--- src/rtl/addr_seq_gen.sv ---
// addr_seq_gen
//
// Handshaked address sequencer. A start command in IDLE captures base, stride
// and count, then emits count addresses beginning at base and stepping by
// stride (modulo 2^ADDR_W) under valid/ready flow control. A one-cycle done
// pulse follows the last transfer, or follows the start directly for an
// empty burst (count == 0).
//
// Optional feature macro: ADDR_SEQ_GEN_DOWN_EN
//   When defined, adds input `dir` (captured with start). dir=1 descends
//   (addr - stride), dir=0 ascends. When undefined, sequencing is ascending.
//
// Ports:
//   clk     in   clock, all state on rising edge
//   rst     in   asynchronous active-high reset
//   start   in   burst request, sampled only in IDLE
//   base    in   first address, captured with start
//   stride  in   address increment, captured with start
//   count   in   number of addresses, captured with start
//   dir     in   (ADDR_SEQ_GEN_DOWN_EN only) 1 = descending
//   ready   in   consumer accepts addr when valid && ready
//   addr    out  current address (registered)
//   valid   out  addr is valid (registered)
//   busy    out  high in RUN and DONE
//   done    out  one-cycle pulse after the burst

module addr_seq_gen #(
    parameter int unsigned          ADDR_W     = 4,
    parameter int unsigned          CNT_W      = 4,
    parameter logic [ADDR_W-1:0]    RESET_ADDR = '0
) (
    input  logic              clk,
    input  logic              rst,
    input  logic              start,
    input  logic [ADDR_W-1:0] base,
    input  logic [ADDR_W-1:0] stride,
    input  logic [CNT_W-1:0]  count,
`ifdef ADDR_SEQ_GEN_DOWN_EN
    input  logic              dir,
`endif
    input  logic              ready,
    output logic [ADDR_W-1:0] addr,
    output logic              valid,
    output logic              busy,
    output logic              done
);

    localparam logic [1:0] ST_IDLE = 2'd0;
    localparam logic [1:0] ST_RUN  = 2'd1;
    localparam logic [1:0] ST_DONE = 2'd2;

    logic [1:0]        state_q, state_d;
    logic [ADDR_W-1:0] addr_q, addr_d;
    logic              valid_q, valid_d;
    logic              busy_q, busy_d;
    logic              done_q, done_d;
    logic [ADDR_W-1:0] stride_q, stride_d;
    logic [CNT_W-1:0]  remaining_q, remaining_d;
    logic              dir_q, dir_d;
    logic              dir_in;
    logic [ADDR_W-1:0] next_addr;

`ifdef ADDR_SEQ_GEN_DOWN_EN
    assign dir_in = dir;
`else
    assign dir_in = 1'b0;
`endif

    // Carry/borrow is discarded so the sequence wraps modulo 2^ADDR_W.
    always_comb begin
        if (dir_q) begin
            next_addr = addr_q - stride_q;
        end else begin
            next_addr = addr_q + stride_q;
        end
    end

    always_comb begin
        state_d     = state_q;
        addr_d      = addr_q;
        valid_d     = valid_q;
        busy_d      = busy_q;
        done_d      = 1'b0;
        stride_d    = stride_q;
        remaining_d = remaining_q;
        dir_d       = dir_q;

        case (state_q)
            ST_IDLE: begin
                addr_d  = RESET_ADDR;
                valid_d = 1'b0;
                busy_d  = 1'b0;
                if (start) begin
                    stride_d = stride;
                    dir_d    = dir_in;
                    busy_d   = 1'b1;
                    if (count != '0) begin
                        state_d     = ST_RUN;
                        addr_d      = base;
                        valid_d     = 1'b1;
                        remaining_d = count;
                    end else begin
                        // Empty burst: straight to the done pulse, valid never rises.
                        state_d     = ST_DONE;
                        done_d      = 1'b1;
                        remaining_d = '0;
                    end
                end
            end

            ST_RUN: begin
                // Without a transfer everything holds, so valid cannot drop.
                if (valid_q && ready) begin
                    if (remaining_q == CNT_W'(1)) begin
                        state_d     = ST_DONE;
                        valid_d     = 1'b0;
                        done_d      = 1'b1;
                        remaining_d = '0;
                    end else begin
                        addr_d      = next_addr;
                        remaining_d = remaining_q - CNT_W'(1);
                    end
                end
            end

            ST_DONE: begin
                state_d = ST_IDLE;
                addr_d  = RESET_ADDR;
                valid_d = 1'b0;
                busy_d  = 1'b0;
            end

            default: begin
                state_d = ST_IDLE;
                addr_d  = RESET_ADDR;
                valid_d = 1'b0;
                busy_d  = 1'b0;
            end
        endcase
    end

    always_ff @(posedge clk or posedge rst) begin
        if (rst) begin
            state_q     <= ST_IDLE;
            addr_q      <= RESET_ADDR;
            valid_q     <= 1'b0;
            busy_q      <= 1'b0;
            done_q      <= 1'b0;
            stride_q    <= '0;
            remaining_q <= '0;
            dir_q       <= 1'b0;
        end else begin
            state_q     <= state_d;
            addr_q      <= addr_d;
            valid_q     <= valid_d;
            busy_q      <= busy_d;
            done_q      <= done_d;
            stride_q    <= stride_d;
            remaining_q <= remaining_d;
            dir_q       <= dir_d;
        end
    end

    assign addr  = addr_q;
    assign valid = valid_q;
    assign busy  = busy_q;
    assign done  = done_q;

endmodule

--- config.mk ---
export PLATFORM = sky130hd
export DESIGN_NAME = addr_seq_gen
export DESIGN_NICKNAME = d
export VERILOG_FILES = /design/src/rtl/addr_seq_gen.sv
export SDC_FILE = /design/constraint.sdc
export NUM_CORES = 1
export LEC_CHECK = 0
export BUFFER_PORTS_ARGS = -buffer_cell sky130_fd_sc_hd__buf_4
export CAP_MARGIN = 10
export CELL_PAD_IN_SITES_DETAIL_PLACEMENT = 1
export CELL_PAD_IN_SITES_GLOBAL_PLACEMENT = 2
export CORE_MARGIN = 2
export CORE_UTILIZATION = 32
export DETAILED_ROUTE_END_ITERATION = 10
export PLACE_DENSITY = 0.85
export SLEW_MARGIN = 20
export SYNTH_ARGS = -nofsm -noshare
export SYNTH_HDL_FRONTEND = slang
export SYNTH_SLANG_ARGS = --single-unit
--- constraint.sdc ---
create_clock -name clk -period 1.8 [get_ports clk]
set_input_delay 0.18 -clock clk [delete_from_list [all_inputs] [get_ports clk]]
set_output_delay 0.18 -clock clk [all_outputs]
set_load 0.02 [all_outputs]
# Word-level counts from Yosys, hierarchy flattened
# Index checks and enable logic that the tools add are counted.
[op_classes]
n_eq_ne = 6
n_reduce_logical = 9
mux = 27
add_sub_neg = 2
[op_table]
columns = ["op", "n"]
rows = [
  ["4-bit 2-to-1 mux", 8],
  ["4-bit one-hot mux with 2 select lines", 2],
  ["1-bit 2-to-1 mux", 9],
  ["2-bit 2-to-1 mux", 4],
  ["2-bit inequality test, second input constant", 4],
  ["1-bit one-hot mux with 2 select lines", 3],
  ["2-bit AND reduction", 3],
  ["3-bit AND reduction", 2],
  ["4-bit adder", 1],
  ["4-bit by 1-bit == test with 1-bit output, second input constant", 1],
  ["2-bit one-hot mux with 2 select lines", 1],
  ["4-bit nonzero test", 1],
  ["4-bit by 1-bit subtractor with 4-bit output, second input constant", 1],
  ["2-bit by 1-bit == test with 1-bit output, second input constant", 1],
  ["2-bit logical NOT", 1],
  ["2-bit nonzero test", 1],
  ["1-bit logical AND", 1],
]
[word_totals]
ff_bits = 17
elab_cells = 51
out_inout_bits = 7

# Logic depth before layout (Yosys ltp)
# Gate-level depths: netlist of the first run.
[depth]
depth_word = 4
depth_mapped = 6

# Least setup slack after synthesis of the first run
# OpenSTA, ideal clock, no wires.
[synth_timing]
kind = "register to register"
start = "register addr_q[1], in the netlist addr[1]"
end = "register addr_q[3], in the netlist addr[3]"
setup_slack_ns = 0.186
n_path_buf = 0
path_stages_with_launch = 6
setup_ns = 0.076
t_arrival_ns = 1.538
cell_sequence = "dfrtp_1 -> ha_1 -> a21o_1 -> a2111o_1 -> o211a_1 -> o21ai_1"
[synth_via]
elab_chain_cells = 4
[synth_lines]
columns = ["item", "line", "rtl"]
rows = [
  ["from (decl)", "53", "logic [ADDR_W-1:0] addr_q, addr_d;"],
  ["from (signal assigned)", "154", "addr_q <= addr_d;"],
  ["4-bit adder", "74", "next_addr = addr_q + stride_q;"],
  ["4-bit 2-to-1 mux", "114", "if (remaining_q == CNT_W'(1)) begin"],
  ["4-bit 2-to-1 mux", "113", "if (valid_q && ready) begin"],
  ["4-bit one-hot mux with 2 select lines", "88", "case (state_q)"],
]
# Every way passes these cells. The select of a mux whose other input is x is not followed.
# A chain may end at the register's enable or synchronous reset.

# Worst setup path in the final report of the first run
[layout_timing]
start = "register remaining_q[1]"
end = "register remaining_q[2]"
[layout_via]
elab_chain_cells = 4
elab_cells_between_ends = 5
classes_between = "add/sub: 1; eq/ne: 1; mux: 3"
[layout_lines]
columns = ["item", "line", "rtl"]
rows = [
  ["from (decl)", "58", "logic [CNT_W-1:0] remaining_q, remaining_d;"],
  ["from (signal assigned)", "159", "remaining_q <= remaining_d;"],
  ["4-bit by 1-bit subtractor with 4-bit output / 4-bit by 1-bit == test with 1-bit output (equally long branches)", "121, 114", ""],
  ["4-bit 2-to-1 mux (*)", "114", ""],
  ["4-bit 2-to-1 mux (*)", "113", ""],
  ["4-bit one-hot mux with 2 select lines (*)", "88", ""],
]
# Mark *: on every way between the ends. The rest lies on a longest branch, timed or not. The select of a mux whose other input is x is not followed.

==> flow_metrics.env, run 1 <==
export IMPL_gr_max_usage_layer="met2"
export IMPL_first_pass_iters=4
export IMPL_rsz0062_at_grt="false"
export IMPL_clock_sinks=17
export IMPL_met3_usage_pct=3.28
export IMPL_synthArstFlopShare_pct=100
export IMPL_stdcell_area_sq_mm=0.00122
export IMPL_startpoint="remaining_q[1]"
export IMPL_cp_arrival_ps=1840
export IMPL_holdWs_ps=82.2
export IMPL_syn_inst=91
export IMPL_cpPeakStageDelay_ps=400
export IMPL_crit_end="remaining_q[2]"
export IMPL_synth_cell_types=35
export IMPL_finClkSkew_ps=6.63
export IMPL_fmax_ghz=0.608
export IMPL_clk_pin_slew_worst_paths_ps=100
export IMPL_die_x_microns=59.0
export IMPL_ys_flop_type="dfrtp_1"
export IMPL_numCtsBuffers=3
export IMPL_cts_buffer_depth=2
export IMPL_crit_slowest_cell="dfrtp_1"
export IMPL_globalRouteOverflowTotal=0
export IMPL_synth_most_common_cell="dfrtp_1"
export IMPL_grt_pass1_vias=853
export IMPL_root_buffer="clkbuf_4"
export IMPL_nFillCells=325
export IMPL_synth_edf_count=0
export IMPL_post_cts_buffers=0
export IMPL_drt_iter0_markers=11
export IMPL_grt_max_degree=18
export IMPL_initial_core_util_pct=34.3
export IMPL_power_density_mw_per_mm2=1760
export IMPL_outcome="complete, no violations"
export IMPL_antenna_found_initial=0
export IMPL_postSynthAreaPerCell_sq_um=10.7
export IMPL_synth_nets=113
export IMPL_synth_top_area_share_pct=43.9
export IMPL_cp_end_kind="register"
export IMPL_yosysWarnings=0
export IMPL_synth_area_leaders="dfrtp_1, ha_1, inv_1, mux2_2, o21ai_0"
export IMPL_timing_rr_end="remaining_q[2]"
export IMPL_gr_usage_met1_pct=18.9
export IMPL_grtUsageMet2_pct=27.1
export IMPL_r2r_start="remaining_q[1]"
export IMPL_die_h_microns=59.0
export IMPL_grtUsageTotal_pct=15.5
export IMPL_worst_slew_pin_slew_ps=666
export IMPL_h_tree_depth=1
export IMPL_ant_nets=0
export IMPL_io_pins=23
export IMPL_multiInputGateArea_sq_um=498
export IMPL_path_cells="inv_1 > ha_1 > nor3b_2 > nor2_1 > a32o_1 > a22o_1"
export IMPL_clock_latency_ps=300
export IMPL_tns_ps=0
export IMPL_start_kind="register"
export IMPL_rr_worst_depth=6
export IMPL_min_path_type="in -> reg"
export IMPL_reg2reg_setup_slack_ps=150
export IMPL_die_area_sq_mm=0.00349
export IMPL_regArea_sq_um=425
export IMPL_coreArea_sq_mm=0.00283
export IMPL_gp_congestion=0.899
export IMPL_grt_pass1_wl_microns=3990
export IMPL_area_growth_pct=25.8
export IMPL_num_vias=813
export IMPL_drive_gt1_share_pct=33.6
export IMPL_finalMaxSlewViolations=0
export IMPL_fin_nets=142
export IMPL_final_period_utilization_pct=91.4
export IMPL_avgViaCountPerCell=5.42
export IMPL_slew_headroom_pct=55.5
export IMPL_final_setup_viol_count=0
export IMPL_required_ps=2000
export IMPL_yosys_top_cells_count="dfrtp_1, inv_1, nand2_1"
export IMPL_placed_area_sq_mm=0.00118
export IMPL_criticalPathCategory="reg -> reg"
export IMPL_synth_top_cell_by_area="dfrtp_1"
export IMPL_wl_per_cell_microns=15.8
export IMPL_drc=0
export IMPL_ir_worst_vdd_uv=480
export IMPL_finalCriticalPeriod_ps=1650
export IMPL_ys_seq_area_share_pct=43.9
export IMPL_wl_microns=2360
export IMPL_insertedDiodeCount=0
export IMPL_ys_seq_elements=17
export IMPL_maxCapViolCount=0
export IMPL_worstPathMaxFanout=4
export IMPL_num_rows=19
export IMPL_hpwl_microns=1900
export IMPL_numPortBuffers=22
export IMPL_syn_cell_area_sq_um=970
export IMPL_finalHoldViolations=0
export IMPL_cts_tree="done"
export IMPL_p_leak_uw=0.000583
stage by stage:
step / util (%) / power (uW) / cells / setup slack [ps]
2_1_floorplan: - / 1570 / 91 / 186
3_3_place_gp: 41.8 / 1880 / 145 / 220
3_5_place_dp: 41.8 / 1960 / 145 / 166
4_1_cts: 43.1 / 2180 / 150 / 152
5_1_grt: 43.1 / 2350 / 150 / 67.7
6_report: 43.1 / 2140 / 150 / 154
worst min-delay path by stage:
stage               from     endpoint  slack [ps]  cells after the start
3_5_place_dp         rst  stride_q[0]         330                      2
3_3_place_gp         rst  stride_q[0]         320                      2
6_report       stride[1]  stride_q[1]          80                      3
2_1_floorplan        rst      addr[0]         110                      1
5_1_grt        stride[1]  stride_q[1]          90                      3
4_1_cts        stride[1]  stride_q[1]          90                      3
metal layers:
metal,vias up,routed length [microns],share of wire [%]
met2,21,1220,51
met5,-,0,0
met3,3,111,4.7
met4,0,34,1.4
li1,382,-,-
met1,407,1000,42
timing repair:
item                                   in CTS  in global routing
resized for setup                           0                  0
hold buffers                                1                  0
endpoints found under the hold margin      17                  0
cells in the final DEF (no fill, tap or decap):
cell	n
mux2_2	3
o21ai_1	3
clkbuf_1	1
o21ai_0	6
nor3b_2	1
nor4_1	1
a2111o_1	1
a21o_1	2
and2_4	1
nand2b_1	2
o21bai_4	1
a21o_2	1
clkbuf_4	3
o21ba_2	1
a32o_1	2
inv_1	9
nand3_1	2
nor2_1	3
nor3b_4	1
nand2_1	7
xnor2_1	2
o211a_1	1
fa_1	1
nor3_1	1
o22a_2	1
a22oi_1	2
a22o_1	2
ha_1	5
a21oi_1	5
dfrtp_1	17
dlygate4sd3_1	1
nor2b_1	1
buf_4	25
a22oi_2	1
or4_4	1
or2_1	1
mux2i_1	1
final cells by class:
cell class              instances  area share [%]
repair buffers                 26            16.2
well taps                      31            3.18
multi-input cells              63            40.8
clock buffers                   4            2.15
inverters                       9            2.77
flip-flops and latches         17            34.9
registers in the layout (all words and copies together), names as in the netlist:
name / count
remaining_q: 4
state_q: 2
valid: 1
stride_q: 4
done: 1
busy: 1
addr: 4
cell families after synthesis:
group,share of synthesized area [%]
AND/OR/NAND/NOR,13.9
XOR/XNOR,1.81
buffers and inverters,4.77
AO/OA/AOI/OAI,22.6
adder cells (fa/ha/maj),8.52
flip-flops,43.9
multiplexers,4.52
critical path, delay by kind of cell (launching register included):
family | cells | cell delay (ps)
AND/OR/NAND/NOR | 2 | 390
buffers and inverters | 1 | 100
flip-flops | 1 | 400
AO/OA/AOI/OAI | 2 | 500
adder cells (fa/ha/maj) | 1 | 140
where the power goes:
group          internal [uW]  switching (uW)
logic                    598             629
clock network           86.5             128
registers                555             147
(Power assumes the default switching activity.)
==> run 2: changes to the inputs <==
--- a/config.mk
+++ b/config.mk
@@ -13,6 +13,7 @@
 export CORE_UTILIZATION = 32
 export DETAILED_ROUTE_END_ITERATION = 10
 export PLACE_DENSITY = 0.85
+export SETUP_SLACK_MARGIN = 0.2
 export SLEW_MARGIN = 20
 export SYNTH_ARGS = -nofsm -noshare
 export SYNTH_HDL_FRONTEND = slang
==> run 2 against run 1 <==
Net effect: global-route usage fell by 1.0 points; critical endpoint is now remaining_q[3]; final area increased by 5.8%; core utilization up 2.5 points.
==> flow_metrics.env, run 2 (synthesized netlist as in run 1, its figures left out) <==
export IMPL_outcome="complete, no violations"
export IMPL_fmax_ghz=0.655
export IMPL_setup_ws_ps=273
export IMPL_worstPathMaxFanout=7
export IMPL_criticalPathCategory="reg -> reg"
export IMPL_die_x_microns=59.0
export IMPL_layout_commonest_cell="buf_4"
export IMPL_antenna_found_initial=0
export IMPL_p_leak_uw=0.000607
export IMPL_grt_max_degree=18
export IMPL_numPortBuffers=22
export IMPL_cts_tree="done"
export IMPL_globalRouteOverflowTotal=0
export IMPL_area_growth_pct=33.2
export IMPL_io_pins=23
export IMPL_maxCapViolCount=0
export IMPL_final_setup_viol_count=0
export IMPL_min_path_type="in -> reg"
export IMPL_crit_slowest_cell="dfrtp_1"
export IMPL_cp_arrival_ps=1720
export IMPL_wl_microns=2310
export IMPL_die_area_sq_mm=0.00349
export IMPL_grtUsageTotal_pct=14.5
export IMPL_die_h_microns=59.0
export IMPL_rsz0062_at_grt="false"
export IMPL_cp_end_kind="register"
export IMPL_first_pass_iters=4
export IMPL_root_buffer="clkbuf_4"
export IMPL_ir_worst_vdd_uv=616
export IMPL_fin_nets=146
export IMPL_num_vias=791
export IMPL_clock_sinks=17
export IMPL_placed_area_sq_mm=0.00118
export IMPL_slew_headroom_pct=55.6
export IMPL_drive_gt1_share_pct=43.1
export IMPL_cts_buffer_depth=2
export IMPL_coreArea_sq_mm=0.00283
export IMPL_path_cells="nor3b_4 > o21bai_4 > o21ai_0 > a22o_1"
export IMPL_tns_ps=0
export IMPL_hpwl_microns=1760
export IMPL_dp_slack_ps=145
export IMPL_gp_congestion=0.783
export IMPL_path_buf_inv=0
export IMPL_finalHoldViolations=0
export IMPL_initial_core_util_pct=34.3
export IMPL_finalCriticalPeriod_ps=1530
export IMPL_layout_common_cells="buf_4, dfrtp_1, inv_1"
export IMPL_numCtsBuffers=3
export IMPL_clk_pin_slew_worst_paths_ps=100
export IMPL_finClkSkew_ps=3.01
export IMPL_avgViaCountPerCell=5.14
export IMPL_num_rows=19
export IMPL_cpPeakStageDelay_ps=480
export IMPL_grt_pass1_vias=795
export IMPL_final_period_utilization_pct=84.8
export IMPL_nFillCells=327
export IMPL_required_ps=1990
export IMPL_insertedDiodeCount=0
export IMPL_reg2reg_setup_slack_ps=270
export IMPL_drc=0
export IMPL_clock_latency_ps=290
export IMPL_stdcell_area_sq_mm=0.00129
export IMPL_wl_per_cell_microns=15.0
export IMPL_ant_nets=0
export IMPL_power_density_mw_per_mm2=1780
export IMPL_drt_iter0_markers=19
export IMPL_h_tree_depth=1
export IMPL_finalMaxSlewViolations=0
export IMPL_worst_slew_pin_slew_ps=665
export IMPL_start_kind="register"
export IMPL_grt_pass1_wl_microns=3660
export IMPL_critical_path_top_delay_family="compound AO/OA/AOI/OAI gates"
==> run 2: path summary, 6_finish.rpt <==
path	startpoint	endpoint	cells past startpoint
max	state_q[0]	remaining_q[3]	4
min	stride[1]	stride_q[1]	3
max reg2reg	state_q[0]	remaining_q[3]	4
min reg2reg	busy	busy	1
max in group asynchronous	rst	addr[1]	3
min in group asynchronous	rst	addr[1]	3
==> run 2: power breakdown <==
group          leakage [uW]  switching, uW  internal, uW  total [uW]
clock             0.0000150            125          86.3         211
sequential         0.000208            166           557         723
combinational      0.000384            663           707        1370
total              0.000607            955          1350        2300
==> run 2: metrics by stage <==
step	hold slack [ps]	utilization, %	total power [uW]	std cells
6_report	93.5	45.6	2300	154
5_1_grt	88.3	45.6	2530	154
4_1_cts	88.4	44.1	2200	151
3_5_place_dp	331	41.9	1930	145
3_3_place_gp	329	41.9	1880	145
2_1_floorplan	106	-	1570	91
==> run 2: what timing repair did <==
action | in CTS | in global routing
gates resized for setup | 2 | 9
setup buffers | 1 | 3
endpoints found under the setup margin | 2 | 6
hold buffers | 1 | 0
pin swaps | 2 | 3
endpoints found under the hold margin | 9 | 0
==> run 2: cell type report <==
type	instances	area [sq um]	area share (%)
multi-input combinational	63	538	41.7
timing repair buffer	30	228	17.6
clock buffer	4	26.3	2.03
inverter	9	33.8	2.62
sequential	17	427	33.0
tap	31	38.8	3.00
==> run 2: layer usage <==
layer | routed length (microns) | GRT usage [%] | vias up
met4 | 31 | 6.82 | 0
met2 | 1160 | 24.4 | 18
met1 | 1030 | 18.2 | 380
li1 | - | - | 389
met3 | 91 | 1.97 | 4
met5 | 0 | 0 | -
==> run 2: worst register-to-register path, stage by stage (launching register included) <==
cell	delay, ps
dfrtp_1	480
nor3b_4	380
o21bai_4	250
o21ai_0	130
a22o_1	190
